===== src/rtl/video_pixel_shifter_pkg.sv =====
// Shared gate-array definitions: screen modes, CIDX bit order and the per-mode
// pixel-shift mask applied to the incremented phase counter.
package video_pixel_shifter_pkg;

    typedef enum logic [1:0] {
        MODE_0 = 2'd0,
        MODE_1 = 2'd1,
        MODE_2 = 2'd2,
        MODE_3 = 2'd3
    } mode_t;

    // Shift-register bit feeding each CIDX bit, CIDX[0] in the low field: {1,5,3,7}.
    localparam logic [11:0] CIDX_ORDER = {3'd1, 3'd5, 3'd3, 3'd7};

    // Two-bit mask per mode, indexed by mode; a shift happens when (phase' & mask) == 0.
    // Mode 3 reuses mode-0 timing.
    localparam logic [7:0] SHIFT_MASK = {2'b11, 2'b00, 2'b01, 2'b11};

    function automatic logic [3:0] cidx_of(input logic [7:0] sr);
        logic [3:0] c;
        c = '0;
        for (int i = 0; i < 4; i++) begin
            c[i] = sr[CIDX_ORDER[i*3 +: 3]];
        end
        return c;
    endfunction

    function automatic logic [1:0] shift_mask(input mode_t m);
        return SHIFT_MASK[{m, 1'b0} +: 2];
    endfunction

endpackage


===== src/rtl/video_mode_sync.sv =====
// Latches MODE_REG on an HSYNC rise and commits it at the next byte load.
// One-clock registered decode; a rise coinciding with a load commits immediately.
module video_mode_sync
    import video_pixel_shifter_pkg::*;
(
    input  logic       clk_n,
    input  logic       reset_n,
    input  logic       hsync,
    input  logic [1:0] mode_reg,
    input  logic       byte_load,
    output mode_t      mode,
    output logic       mode_is_0,
    output logic       mode_is_2
);

    logic  hsync_d;
    mode_t pending_mode;
    mode_t pending_mode_next;

    always_comb begin
        pending_mode_next = pending_mode;
        if (hsync && !hsync_d) begin
            pending_mode_next = mode_t'(mode_reg);
        end
    end

    always_ff @(posedge clk_n) begin
        if (!reset_n) begin
            hsync_d      <= 1'b0;
            pending_mode <= MODE_0;
            mode         <= MODE_0;
            mode_is_0    <= 1'b1;
            mode_is_2    <= 1'b0;
        end else begin
            hsync_d      <= hsync;
            pending_mode <= pending_mode_next;
            if (byte_load) begin
                mode      <= pending_mode_next;
                mode_is_0 <= (pending_mode_next == MODE_0);
                mode_is_2 <= (pending_mode_next == MODE_2);
            end
        end
    end

endmodule


===== src/rtl/video_pixel_shifter.sv =====
// Serialises one video byte per slot into colour indices at the committed mode rate.
// First pixel valid the cycle after BYTE_LOAD; free-running, no backpressure.
module video_pixel_shifter
    import video_pixel_shifter_pkg::*;
(
    input  logic       CLK_n,
    input  logic       RESET_n,
    input  logic [7:0] D,
    input  logic       BYTE_LOAD,
    input  logic       DISPEN,
    input  logic       HSYNC,
    input  logic [1:0] MODE_REG,
    output logic [3:0] CIDX,
    output logic       INK_SEL,
    output logic       BORDER_SEL,
    output logic       COLOUR_KEEP,
    output logic       MODE_IS_0,
    output logic       MODE_IS_2
);

    logic [7:0] sr;
    logic [2:0] phase;
    logic [2:0] phase_next;
    logic       disp;
    logic       start;
    logic       shift;
    mode_t      mode;

    video_mode_sync u_mode_sync (
        .clk_n     (CLK_n),
        .reset_n   (RESET_n),
        .hsync     (HSYNC),
        .mode_reg  (MODE_REG),
        .byte_load (BYTE_LOAD),
        .mode      (mode),
        .mode_is_0 (MODE_IS_0),
        .mode_is_2 (MODE_IS_2)
    );

    always_comb begin
        phase_next = phase + 3'd1;
        shift      = ((phase_next[1:0] & shift_mask(mode)) == 2'b00);
    end

    // Without a load the phase keeps wrapping, so zeros shift out as index 0.
    always_ff @(posedge CLK_n) begin
        if (!RESET_n) begin
            sr    <= 8'h00;
            phase <= 3'd0;
            disp  <= 1'b0;
            start <= 1'b0;
        end else if (BYTE_LOAD) begin
            sr    <= D;
            phase <= 3'd0;
            disp  <= DISPEN;
            start <= 1'b1;
        end else begin
            phase <= phase_next;
            start <= shift;
            if (shift) begin
                sr <= {sr[6:0], 1'b0};
            end
        end
    end

    assign CIDX        = cidx_of(sr);
    assign INK_SEL     = start & disp;
    assign BORDER_SEL  = start & ~disp;
    assign COLOUR_KEEP = ~start;

endmodule


===== config.mk =====
export PLATFORM = sky130hd
export DESIGN_NAME = video_pixel_shifter
export DESIGN_NICKNAME = d
export VERILOG_FILES = /design/src/rtl/video_pixel_shifter_pkg.sv /design/src/rtl/video_mode_sync.sv /design/src/rtl/video_pixel_shifter.sv
export SDC_FILE = /design/constraint.sdc
export NUM_CORES = 1
export LEC_CHECK = 0
export BUFFER_PORTS_ARGS = -buffer_cell sky130_fd_sc_hd__buf_2
export CORE_UTILIZATION = 45
export DETAILED_ROUTE_END_ITERATION = 10
export MAX_ROUTING_LAYER = met4
export PLACE_DENSITY_LB_ADDON = 0.15
export SYNTH_ARGS = -nofsm -noshare
export SYNTH_HDL_FRONTEND = slang
export SYNTH_SLANG_ARGS = --single-unit

===== constraint.sdc =====
create_clock -name CLK_n -period 1.2 [get_ports CLK_n]
set_input_delay 0.18 -clock CLK_n [delete_from_list [all_inputs] [get_ports CLK_n]]
set_output_delay 0.18 -clock CLK_n [all_outputs]
set_load 0.01 [all_outputs]

# Word-level counts from Yosys, hierarchy flattened
# Index checks and enable logic that the tools add are counted.
# totals
regBits	20
in_bits	15
out_inout_bits	9
elab_cells	28
# classes
add_sub_neg	1
n_eq_ne	1
shifts	1
muxes	4
n_bitwise	6
reduce_logical	6
# ops
cell	n
$mux W8	2
$shiftx A8 B4 Y2 const A	1
$logic_not A2 Y1	2
$add A3 B1 Y3 const B	1
$not A1 Y1	3
$and A1 B1 Y1	2
$and A2 B2 Y2	1
$eq A2 B2 Y1 const B	1
$mux W2	1
$reduce_bool A2 Y1	1
$reduce_or A2 Y1	1
$logic_and A1 B1 Y1	1
$logic_not A1 Y1	1
$mux W1	1

# Longest topological paths before layout
# logic_depth
ltp_word	5
depth_mapped	6

# By module
# A second synthesis with hierarchy kept.
# hier_totals
cells_unflattened	93
area_unflattened_um2	827.0
# modules_own_cells
module	instances	cells_each	area_per_inst_um2	seq_area_each_um2
video_pixel_shifter	1	66	549.3	240.2
video_mode_sync	1	27	277.8	140.1

# Worst setup path before layout
# OpenSTA, ideal clock, no wires.
# synth_timing
kind	register to register
from	register u_mode_sync.mode[0]
to	register sr[1]
setup_ps	136
t_arrival_ps	1196
t_required_ps	1064
setup_slack_ps	-133
path_stages_with_launch	7
n_path_buf	1
cell_sequence	dfxtp_1 > inv_1 > ha_1 > nor2b_1 > buf_2 > o221ai_1 > a31oi_1
# synth_via
elab_chain_len	4
# synth_lines
element	line	rtl
start, declared	video_mode_sync.sv:11	output mode_t mode,
start signal, assigned	video_mode_sync.sv:38	mode <= pending_mode_next;
$shiftx A8 B4 Y2	video_pixel_shifter_pkg.sv:29	return SHIFT_MASK[{m, 1'b0} +: 2];
$and A2 B2 Y2	video_pixel_shifter.sv:42	shift = ((phase_next[1:0] & shift_mask(mode)) == 2'b00);
$logic_not A2 Y1	video_pixel_shifter.sv:42	
$reduce_bool A2 Y1 (no source line)	n/a	
end signal, assigned	video_pixel_shifter.sv:61	sr <= {sr[6:0], 1'b0};
end, declared	video_pixel_shifter.sv:21	logic [7:0] sr;
# Every way passes these cells.
# A chain may end at the register's enable or synchronous reset.

# Final worst setup path
# Same ends and word-level chain as after synthesis.

==> results.md <==
Routing:
- After detailed routing, the number of remaining DRC violations is 0.
- Dividing the detail-routed wire length by the instance count gives 13.5 µm.
- The number of nets with antenna violations after detailed routing is 0.
- After the first detailed-routing iteration, the DRC count stood at 13.
- The via count is 803.
- The mean number of vias per cell is 5.58.
- The final wirelength is 1950 µm.
- The first TritonRoute pass finished after 3 iterations.

Floorplanning:
- The area of the die is 2230 µm².
- The height of the die is 47.2 µm.
- 24 I/O pins were placed.
- The die is 47.2 µm wide.
- The initial core utilization is 0.504.
- The region available for standard cell placement spans 1820 µm².
- Row generation in the floorplan step produced 15 rows.

Clock tree:
- The root buffer cell chosen for the clock tree is clkbuf_4.
- In this run the number of H-tree levels came out at 1.
- The number of buffers inserted during clock tree synthesis is 3.
- The clock sink count is 19.
- The clock passes through at most 2 buffers.
- The later pin in the worst-skew pair is clocked with a latency of 0.29 ns.
- The post-cts hold buffer count is 0.
- The CTS tree is done.
- Clock-pin slew was measured on the worst setup and hold paths at 0.11 ns.
- Buffers added to address setup during post-CTS repair amount to 0.

Power and ir drop:
- The cell area power density is 1150 nW/µm².
- The standby leakage power is 0.441 nW.
- The maximum vdd drop is 0.000767 V.

Synthesis:
- The cell with the most instances after synthesis is dfxtp_1.
- The number of warnings issued by yosys is 0.
- Counting every net in the synthesized netlist gives 115.
- Sorting the synthesized cells by area gives the leading types as dfxtp_1 41%, o221ai_1 7.6%, o211ai_1 5.7%.
- The synthesized instance count is 99.
- Of the synthesized area, sequential elements account for 0.414.
- The count of cell types in the netlist is 30.
- The flip-flop and latch count after synthesis is 19.
- By count the netlist is led by 19 x dfxtp_1, 8 x o221ai_1, 7 x a31oi_1, 7 x o211ai_1, 7 x o21ai_0.
- The synthesized area divided by synthesized cell count is 9.28 µm².
- The portion of synthesized cell area occupied by the leading cell type is 0.414.
- Counting flops with a built-in enable in the synthesized netlist gives 0.
- The summed instance area of the synthesized netlist is 918 µm².
- For this run, the leading register cell type out of synthesis is dfxtp_1.
- The share of flip-flops with an asynchronous set or reset is 0.
- The largest total area in the synthesized netlist belongs to dfxtp_1.

STA:
- Setup repair after global routing could not meet its margin everywhere.
- The routed design could run at a clock period as short as 1.31 ns.
- Setup violations remaining at the end of the flow were counted as 9.
- The final count of hold timing violations is 0.
- The final worst slack is -0.113 ns.
- The share of the clock period used by the worst path is 1.09.
- The relative max-transition margin is 0.746.
- In the final timing run, aggregate negative setup slack is -0.901 ns.
- At the pin with the least slew margin, the transition time is 0.380 ns.
- The maximum frequency from static timing analysis is 762 MHz.
- The final setup skew is 0.00351 ns.
- The number of pins with negative max-slew slack in the final report came to 0.

Setup path:
- By startpoint and endpoint, the worst setup path is classified as flip-flop to flip-flop.
- The highest net fanout along the worst path is 8.
- The critical register-to-register path startpoint is u_mode_sync.mode[0].
- For the worst setup path, the data arrival time is 1.48 ns.
- STA classifies the critical path startpoint as a flip-flop.
- For the worst setup path, the data required time is 1.37 ns.
- The worst setup path is captured at a flip-flop.
- The startpoint of the most critical setup path is u_mode_sync.mode[0].

Layout:
- In the final layout, the share of cells above drive strength 1 is 0.420.
- Relative to the synthesized area, the layout overhead comes to 21.8%.
- The final standard cell area without fillers is 1120 µm².
- The total area of multi-input combinational cells is 507 µm².
- The area occupied by registers is 383 µm².
- The layout filler cell count is 176.
- The register with the most flip-flops is sr.
- The flip-flop count of the largest register after layout is 8.
- The number of antenna diodes in the final layout is 0.
- The final layout net count is 136.
- The non-filler instance count after layout is 144.

Placement:
- The placer's final routability congestion estimate is 0.806.
- The placed instances occupy a cell area of 1090 µm².
- The half-perimeter wire length after detailed placement is 1390 µm.
- The pre-CTS setup slack is -0.213 ns.
- During placement, the flow inserted port buffers numbering 23.
- The number of cells in the design after placement is 140.

GRT:
- The number of global-route vias before repair is 689.
- The global-route usage over all layers is 0.207.
- The initial antenna violation count came to 0.
- Summed over all layers, the global routing overflow is 0.
- The global-route wire length before repair is 3080 µm.
- The largest net degree at the start of global routing is 21.

Min path:
- The path class of the tightest hold or removal check is input pin to flip-flop.
- In this run the most critical hold path is launched from DISPEN.

Outcome:
- The final reports fail on setup timing.
- The run finished, with violations left.

Run:
- The tool flagged a number of max-cap violations equal to 0.
power by group:
part	total [mW]	internal (mW)	switching, mW
clock network	0.318	0.129	0.189
logic	0.260	0.120	0.140
registers	0.704	0.674	0.0302
total	1.28	0.923	0.360
cell families (layout without fill, tap and decap cells):
family	Yosys count	after routing	share of synthesized area
buffers and inverters	17	37	0.0994
muxes	4	4	0.0531
AOI/OAI and AO/OA	38	38	0.296
DFF	19	19	0.414
and+or+nand+nor	19	19	0.114
xor gates and xnor gates	1	1	0.00954
adders and majority gates	1	1	0.0136
cell usage in the layout, fill, tap and decap left out, types with 2 or more instances in the layout:
cell type / n
a21oi_1: 3
a31oi_1: 7
and2_1: 2
buf_2: 23
buf_4: 5
clkbuf_4: 3
dfxtp_1: 17
dfxtp_2: 2
inv_1: 3
inv_2: 2
mux2i_1: 2
nand2_1: 2
nand3_1: 2
nor2_1: 6
nor2b_1: 3
o211ai_1: 7
o21ai_0: 7
o21ai_1: 2
o221ai_2: 7
worst max-delay path, cell delays in order (launching register included):
cell and delay (ns):
dfxtp_2 0.35, inv_2 0.04, ha_4 0.27, nand3b_1 0.25, o211ai_1 0.19, a31oi_1 0.10
per-layer routing:
layer  share of wire  global-route usage  wire (µm)  vias up
met3           0.027              0.0462         52        2
met2            0.50               0.331        972       12
li1                -                   -          -      405
met4          0.0062              0.0857         12        0
met1            0.47               0.248        914      384
met5               0                   -          0        -
repair_timing:
item	in CTS	in global routing
gates cloned	0	0
setup endpoints to repair	9	9
pin swaps	11	4
gates resized for setup	1	1
worst paths after layout:
kind	end	slack [ns]	depth (start not counted)
worst max register to register	sr[1]	-0.11	5
worst min-delay path	disp	0.13	3
worst min register to register	sr[7]	0.50	2
worst max-delay path	sr[1]	-0.11	5
through the flow:
step | hold slack (ns) | utilization | power [mW]
2_1_floorplan | 0.302 | - | 0.909
3_3_place_gp | 0.412 | 0.598 | 0.970
3_5_place_dp | 0.435 | 0.598 | 0.976
4_1_cts | 0.126 | 0.613 | 1.29
5_1_grt | 0.124 | 0.614 | 1.36
6_report | 0.125 | 0.614 | 1.28
cell type report:
class / count / area share
flip-flops and latches: 19 / 0.342
inverters: 5 / 0.0168
repair buffers: 28 / 0.136
well taps: 25 / 0.0280
multi-input cells: 63 / 0.453
clock buffers: 4 / 0.0235
Power figures use the tool's default switching activity.
